===== src/rtl/uart_pkg.sv =====
// Shared UART definitions: parity modes, receiver FSM encoding and baud divider helper.
package uart_pkg;

  localparam int PAR_NONE = 0;
  localparam int PAR_ODD  = 1;
  localparam int PAR_EVEN = 2;

  typedef enum logic [2:0] {
    ST_IDLE,
    ST_START,
    ST_DATA,
    ST_PARITY,
    ST_STOP
  } rx_state_t;

  // Rounded clocks-per-tick, never below 1.
  function automatic int baud_div(input int clk, input int baud, input int os);
    int d;
    d = (clk + (baud * os) / 2) / (baud * os);
    return (d < 1) ? 1 : d;
  endfunction

endpackage


===== src/rtl/uart_baud_tick.sv =====
// Oversampling tick generator: one-cycle pulse every DIV clocks, restartable.
module uart_baud_tick #(
  parameter int DIV = 10
) (
  input  logic clk,
  input  logic rst_n,
  input  logic clear,
  output logic tick
);

  localparam int W = (DIV > 1) ? $clog2(DIV) : 1;

  logic [W-1:0] cnt;

  always_ff @(posedge clk or negedge rst_n) begin
    if (!rst_n)                    cnt <= '0;
    else if (clear)                cnt <= '0;
    else if (cnt == W'(DIV - 1))   cnt <= '0;
    else                           cnt <= cnt + 1'b1;
  end

  assign tick = (cnt == W'(DIV - 1));

endmodule


===== src/rtl/uart_rx_os.sv =====
// Oversampling UART receiver with sync, false-start rejection, 3-sample majority
// vote per bit, optional parity and one-cycle valid/frame_err/parity_err pulses.
module uart_rx_os
  import uart_pkg::*;
#(
  parameter int CLK_FREQ   = 50_000_000,
  parameter int BAUD       = 115200,
  parameter int OVERSAMPLE = 16,
  parameter int DATA_WIDTH = 8,
  parameter int PARITY     = 0
) (
  input  logic                  clk,
  input  logic                  rst_n,
  input  logic                  rx,
  output logic [DATA_WIDTH-1:0] data_out,
  output logic                  valid,
  output logic                  frame_err,
  output logic                  parity_err,
  output logic                  busy
);

  localparam int DIV = baud_div(CLK_FREQ, BAUD, OVERSAMPLE);
  localparam int M   = OVERSAMPLE / 2;
  localparam int SW  = $clog2(OVERSAMPLE);
  localparam int BW  = $clog2(DATA_WIDTH + 1);

  logic                  rx_s1, rx_s2, rx_d;
  logic                  start_edge, clear, tick, vote, at_vote, at_end, done;
  logic [SW-1:0]         s;
  logic [BW-1:0]         bitcnt;
  logic [1:0]            smp;
  logic [DATA_WIDTH-1:0] shreg;
  logic                  par_bad;
  rx_state_t             state, state_nxt;

  always_ff @(posedge clk or negedge rst_n) begin
    if (!rst_n) begin
      rx_s1 <= 1'b1;
      rx_s2 <= 1'b1;
      rx_d  <= 1'b1;
    end else begin
      rx_s1 <= rx;
      rx_s2 <= rx_s1;
      rx_d  <= rx_s2;
    end
  end

  // Only a real 1->0 transition starts a frame, so a held break never retriggers.
  assign start_edge = rx_d & ~rx_s2;
  assign clear      = (state == ST_IDLE) && start_edge;

  uart_baud_tick #(.DIV(DIV)) u_tick (
    .clk   (clk),
    .rst_n (rst_n),
    .clear (clear),
    .tick  (tick)
  );

  // Third sample is the live synchronised line at s = M+1.
  assign vote    = (smp[0] & smp[1]) | (smp[0] & rx_s2) | (smp[1] & rx_s2);
  assign at_vote = tick && (s == SW'(M + 1));
  assign at_end  = tick && (s == SW'(OVERSAMPLE - 1));

  always_ff @(posedge clk or negedge rst_n) begin
    if (!rst_n) state <= ST_IDLE;
    else        state <= state_nxt;
  end

  always_comb begin
    state_nxt = state;
    case (state)
      ST_IDLE:   if (start_edge) state_nxt = ST_START;
      ST_START:  if (at_vote && vote) state_nxt = ST_IDLE;
                 else if (at_end)     state_nxt = ST_DATA;
      ST_DATA:   if (at_end && bitcnt == BW'(DATA_WIDTH - 1))
                   state_nxt = (PARITY != PAR_NONE) ? ST_PARITY : ST_STOP;
      ST_PARITY: if (at_end) state_nxt = ST_STOP;
      ST_STOP:   if (at_vote) state_nxt = ST_IDLE;
      default:   state_nxt = ST_IDLE;
    endcase
  end

  always_comb begin
    busy = (state != ST_IDLE);
    done = (state == ST_STOP) && at_vote;
  end

  always_ff @(posedge clk or negedge rst_n) begin
    if (!rst_n) begin
      s          <= '0;
      bitcnt     <= '0;
      smp        <= 2'b11;
      shreg      <= '0;
      par_bad    <= 1'b0;
      data_out   <= '0;
      valid      <= 1'b0;
      frame_err  <= 1'b0;
      parity_err <= 1'b0;
    end else begin
      valid      <= 1'b0;
      frame_err  <= 1'b0;
      parity_err <= 1'b0;
      if (clear) begin
        s       <= '0;
        bitcnt  <= '0;
        par_bad <= 1'b0;
      end else if (tick && busy) begin
        s <= (s == SW'(OVERSAMPLE - 1)) ? '0 : s + 1'b1;
        if (s == SW'(M - 1)) smp[0] <= rx_s2;
        if (s == SW'(M))     smp[1] <= rx_s2;
        if (state == ST_DATA && at_vote) shreg  <= {vote, shreg[DATA_WIDTH-1:1]};
        if (state == ST_DATA && at_end)  bitcnt <= bitcnt + 1'b1;
        // Odd mode wants the total XOR to be 1, even mode 0.
        if (state == ST_PARITY && at_vote)
          par_bad <= (^{shreg, vote}) ^ (PARITY == PAR_ODD);
      end
      if (done) begin
        if (!vote)        frame_err  <= 1'b1;
        else if (par_bad) parity_err <= 1'b1;
        else begin
          valid    <= 1'b1;
          data_out <= shreg;
        end
      end
    end
  end

endmodule


===== config.mk =====
export PLATFORM = sky130hd
export DESIGN_NAME = uart_rx_os
export DESIGN_NICKNAME = d
export VERILOG_FILES = /design/src/rtl/uart_pkg.sv /design/src/rtl/uart_baud_tick.sv /design/src/rtl/uart_rx_os.sv
export SDC_FILE = /design/constraint.sdc
export NUM_CORES = 1
export LEC_CHECK = 0
export CAP_MARGIN = 20
export CORE_MARGIN = 2
export CORE_UTILIZATION = 50
export CTS_CLUSTER_DIAMETER = 30
export DETAILED_ROUTE_END_ITERATION = 8
export HOLD_SLACK_MARGIN = 0.15
export PLACE_DENSITY = 0.72
export SYNTH_ARGS = -nofsm -noshare
export SYNTH_HDL_FRONTEND = slang
export SYNTH_SLANG_ARGS = --single-unit

===== constraint.sdc =====
create_clock -name clk -period 5.7 [get_ports clk]
set_input_delay 0.855 -clock clk [delete_from_list [all_inputs] [get_ports clk]]
set_output_delay 0.855 -clock clk [all_outputs]
set_load 0.02 [all_outputs]

Word level (Yosys, flattened, before mapping):

Index checks and enable logic that the tools add are counted.

* eq/ne operators: 15
* bitwise gates (word level): 9
* reductions and logical operators: 23
* mux-type cells: 26
* $add $sub $neg: 3

Operators with widths (number)
* 2-to-1 mux 4 bit: 6
* 2-to-1 mux 3 bit: 6
* one-hot mux 3 bit (5 select lines): 1
* == test 4 bit, second input constant: 3
* AND reduction 3 bit: 4
* 2-to-1 mux 1 bit: 11
* logical AND 1 bit: 10
* 2-to-1 mux 5 bit: 2
* XOR reduction 9 bit: 1
* adder 4 x 1 -> 4 bit, second input constant: 2
* == test 4 x 3 -> 1 bit, second input constant: 2
* != test 2 bit, second input constant: 4
* == test 3 x 2 -> 1 bit, second input constant: 2
* nonzero test 2 bit: 3
* adder 5 x 1 -> 5 bit, second input constant: 1
* == test 5 bit, second input constant: 1
* AND reduction 5 bit: 1
* bitwise AND 1 bit: 4
* AND reduction 2 bit: 2
* == test 3 x 1 -> 1 bit, second input constant: 1
* == test 3 bit, second input constant: 1
* logical NOT 3 bit: 1
* != test 3 bit, second input constant: 1
* NOT 1 bit: 3
* other kinds (2): 3

* input bits: 3
* bits in registers: 41
* word-level logic and storage cells: 91
* output and inout port bits: 12

Longest topological paths before layout:

* depth after elaboration: 7
* depth in mapped cells: 7
* mapped depth without buffers: 7

By module:

Synthesis repeated with hierarchy kept, for this count alone.

* cells, all modules: 153
* area total of the unflattened synthesis: 1955.6 µm²

By module, submodules not included
* uart_rx_os: area an instance 1671.6 µm², seq. area each 907.1 µm², cells each 131, times used 1
* uart_baud_tick: area an instance 284.0 µm², seq. area each 125.1 µm², cells each 22, times used 1

Worst setup path after synthesis:

No wires, ideal clock.

* path type: register to register
* start point: register u_tick.cnt[0]
* end point: register data_out[0]
* buffers on the path: 0
* required time: 5.575 ns
* setup time: 0.125 ns
* clock period less this slack: 1.878 ns
* setup slack: 3.822 ns
* stages on the path, launching flop included: 7
* arrival time: 1.754 ns
* cell sequence: dfrtp_1 inv_1 ha_1 nand4b_4 nand2b_4 nor4_4 mux2_2

* longest elaborated chain between the ends: 4

Ends and longest elaborated chain
* from (decl): line uart_baud_tick.sv:13 `logic [W-1:0] cnt;`
* from (signal assigned): line uart_baud_tick.sv:19 `else cnt <= cnt + 1'b1;`
* == test 5 bit: line uart_baud_tick.sv:22 `assign tick = (cnt == W'(DIV - 1));`
* logical AND 1 bit: line uart_rx_os.sv:61 `assign at_vote = tick && (s == SW'(M + 1));`
* logical AND 1 bit: line uart_rx_os.sv:85 `done = (state == ST_STOP) && at_vote;`
* AND reduction 3 bit (no line)
* to (signal assigned): line uart_rx_os.sv:122 `data_out <= shreg;`
* to (decl): line uart_rx_os.sv:15 `output logic [DATA_WIDTH-1:0] data_out,`

Every way passes these cells.
A chain may end at the register's enable or synchronous reset.

Worst setup path after layout:

* start point: register state[0]
* end point: output port busy

* longest elaborated chain between the ends: 1

Ends and longest elaborated chain
* from (decl): line uart_rx_os.sv:34 `rx_state_t state, state_nxt;`
* from (signal assigned): line uart_rx_os.sv:66 `else state <= state_nxt;`
* nonzero test 3 bit: line uart_rx_os.sv:84 `busy = (state != ST_IDLE);`
* to (decl): line uart_rx_os.sv:19 `output logic busy`

Every way passes these cells.

==> results.py <==
metrics = {
    "power": {
        "p_sw_share_pct": 32.07,
        "pwr-share-clk_pct": 27.2,
        "intPower_uw": 460.8,
        "ir_worst_vdd_mv": 0.1754,
        "leakage_uw": 0.001045,
        "p_sw_uw": 217.6,
        "power_frac_comb_pct": 19.1,
        "powerDensity_mw_per_mm2": 308.9,
        "pwr-share-seq_pct": 53.7,
    },
    "clock_tree": {
        "clock_latency_ns": 0.29,
        "cts_resized": 0,
        "tritoncts": "yes",
        "clkTransAtPathRegs_ns": 0.08,
        "numCtsBuffers": 5,
        "cts_htree_levels": 2,
        "cts-root-buf": "clkbuf_8",
        "holdBufCountCts": 0,
        "clockBufferDepth": 2,
        "cts.sinks": 41,
        "cts_setup_buffers": 0,
    },
    "placement": {
        "gp_congestion": 0.8093,
        "port_buffers": 14,
        "dp_hpwl_microns": 2374,
        "dp_slack_ns": 3.433,
        "place_inst": 217,
    },
    "setup_path": {
        "cp_cell_sequence": "nor3_1 > inv_1 > clkdlybuf4s50_1",
        "critPathSlowestCell": "clkdlybuf4s50_1",
        "critical_path_required_ns": 4.85,
        "r2r_setup_slack_ns": 3.60,
        "max_stage_delay_ns": 0.55,
        "arrival_ns": 1.74,
        "crit_type": "flop to output pin",
        "start_kind": "flop",
        "cp_max_fo": 8,
        "endpoint_kind": "output pin",
    },
    "timing": {
        "worstMarginPinSlew_ns": 0.9000,
        "slew_viol_final": 0,
        "layout_setup_ws_ns": 3.108,
        "fin_skew_ns": 0.007880,
        "setup_tns_ns": 0,
        "max_slew_margin_pct": 40.00,
        "min_period_over_period_pct": 45.47,
        "min_period_ns": 2.592,
        "hold_viol": 0,
        "grt_setup_unrepaired": "no",
        "fmax_mhz": 385.9,
        "setup_viol": 0,
    },
    "global_routing": {
        "grt_pass1_wl_microns": 5892,
        "antenna_found_initial": 0,
        "grt_pass1_vias": 1301,
        "use_met1_pct": 22.91,
        "gr-total-overflow": 0,
        "grt_max_degree": 42,
        "grtUsageTotal_pct": 17.74,
        "use_met3_pct": 4.770,
        "grt_util_met2_pct": 29.29,
        "grt_busiest_layer": "met2",
    },
    "logic_synthesis": {
        "synthCells": 157,
        "synth_top_cell_by_area": "dfrtp_1",
        "synth_top_cell_area_share_pct": 46.81,
        "ys_seq_area_share_pct": 53.64,
        "synth_cell_types": 37,
        "synth_seq_cells": 41,
        "synth_edf_count": 0,
        "synth_area_sq_mm": 0.001924,
        "ys.flop_type": "dfrtp_1",
        "ys_top_cells_by_area": "dfrtp_1 (47%), mux2_2 (11%), dfstp_2 (6.8%), ha_1 (3.9%), nor2_1 (3.7%)",
        "yosys_warnings": 0,
        "synth_common_cells": "dfrtp_1 (36), nor2_1 (19), mux2_2 (18), xnor2_1 (8), nand2_1 (7)",
        "syn-num-nets": 166,
        "synthArstFlopShare_pct": 100.0,
        "yosysMostFrequentCell": "dfrtp_1",
        "synth_area_per_cell_sq_um": 12.26,
    },
    "final_layout": {
        "nets": 185,
        "layout.cells.non_filler": 225,
        "diodes": 0,
        "fill_cells": 297,
        "synthToLayoutAreaGrowth_pct": 14.11,
        "drive_above_1_share_pct": 22.03,
    },
    "detailed_routing": {
        "routed-via-count": 1254,
        "drt_iter0_drc": 94,
        "ant_nets": 0,
        "routed_wl_microns": 3330,
        "wl_per_cell_microns": 14.80,
        "firstDrtPassIters": 5,
        "drc": 0,
        "viasPerCell": 5.573,
    },
    "hold_path": {
        "worst_hold_path_type": "flop to flop",
    },
    "floorplan": {
        "rows": 22,
        "ios": 15,
        "die_y_microns": 66.04,
        "die_area_sq_mm": 0.004361,
        "fp.coreArea_sq_mm": 0.003689,
        "die_w_microns": 66.04,
        "initial_core_util_pct": 52.17,
    },
    "run": {
        "drv_cap": 0,
    },
    "status": {
        "outcome": "complete, no violations",
    },
}
[cells by family (layout without fill, tap and decap cells)]
kind of cell | after synthesis | count (layout) | share of synthesized area [%]
adder cells (fa/ha/maj) | 7 | 7 | 4.421
AO/OA/AOI/OAI | 16 | 16 | 5.397
flip-flops | 41 | 41 | 53.64
XOR/XNOR | 14 | 14 | 7.087
buffers and inverters | 7 | 27 | 1.496
AND/OR/NAND/NOR | 52 | 52 | 16.39
multiplexers | 20 | 20 | 11.57
[metal layers]
layer	share of wire [%]	routed length [microns]
met1	43	1447
met2	50	1670
met3	5.8	193
met4	0.54	18
met5	0	0
[stage by stage]
| step | utilization [%] | cell area, sq um | hold WS [ns] | total power (uW) |
|---|---|---|---|---|
| 3_3_place_gp | 57.19 | 2110 | 0.3499 | 485.6 |
| 5_1_grt | 59.53 | 2196 | 0.3683 | 719.5 |
| 2_1_floorplan | - | 1924 | 0.3452 | 459.8 |
| 6_report | 59.53 | 2196 | 0.3604 | 678.4 |
| 4_1_cts | 59.53 | 2196 | 0.3639 | 685.3 |
| 3_5_place_dp | 57.19 | 2110 | 0.3523 | 499.9 |
[cell type report]
cell class | count | area [sq um] | share of cell area [%]
sequential | 41 | 1032 | 47.01
multi-input combinational | 109 | 863.3 | 39.32
timing repair buffer | 14 | 135.1 | 6.154
clock buffer | 5 | 68.82 | 3.134
tap | 48 | 60.06 | 2.735
inverter | 5 | 18.77 | 0.8547
clock inverter | 3 | 17.52 | 0.7977
[cell usage in the layout, fill, tap and decap left out, types with 3 or more instances in the layout]
master / instances
a21oi_1: 3
clkbuf_8: 5
clkdlybuf4s50_1: 13
dfrtp_1: 36
dfstp_2: 5
ha_1: 6
inv_1: 5
mux2_2: 18
nand2_1: 7
nand3_1: 6
nor2_1: 19
nor3_1: 4
o21ai_0: 6
xnor2_1: 8
xor2_1: 5
[worst max-delay path, delay by kind of cell (launching register included)]
kind,cells,cell delay (ns)
simple gates,1,0.28
flops,1,0.50
buf+inv,2,0.67
[power groups by stage]
stage               logic [uW]  clock network (uW)  registers (uW)
global route               147                 202             370
CTS                        131                 190             365
global placement           121                   0             365
detailed placement         130                   0             370
finish                     129                 185             364
floorplan                  106                   0             354
[worst paths after layout]
path,startpoint,endpoint,depth (start not counted)
setup / recovery,state[0],busy,3
hold / removal,rx_s1,rx_s2,0
setup reg to reg,u_tick.cnt[0],data_out[4],6
hold reg to reg,rx_s1,rx_s2,0
max in group asynchronous,rst_n,shreg[2],1
min in group asynchronous,rst_n,s[1],1
[sequential cells by signal, indices dropped and copies added (netlist names)]
| register | cells |
|---|---|
| shreg | 8 |
| s | 4 |
| bitcnt | 4 |
| state | 3 |
| frame_err | 1 |
| smp | 2 |
| parity_err | 1 |
| data_out | 8 |
| par_bad | 1 |
| rx_s2 | 1 |
| rx_s1 | 1 |
| valid | 1 |
| u_tick.cnt | 5 |
| rx_d | 1 |
No activity file was read; power rests on OpenSTA's default activity.
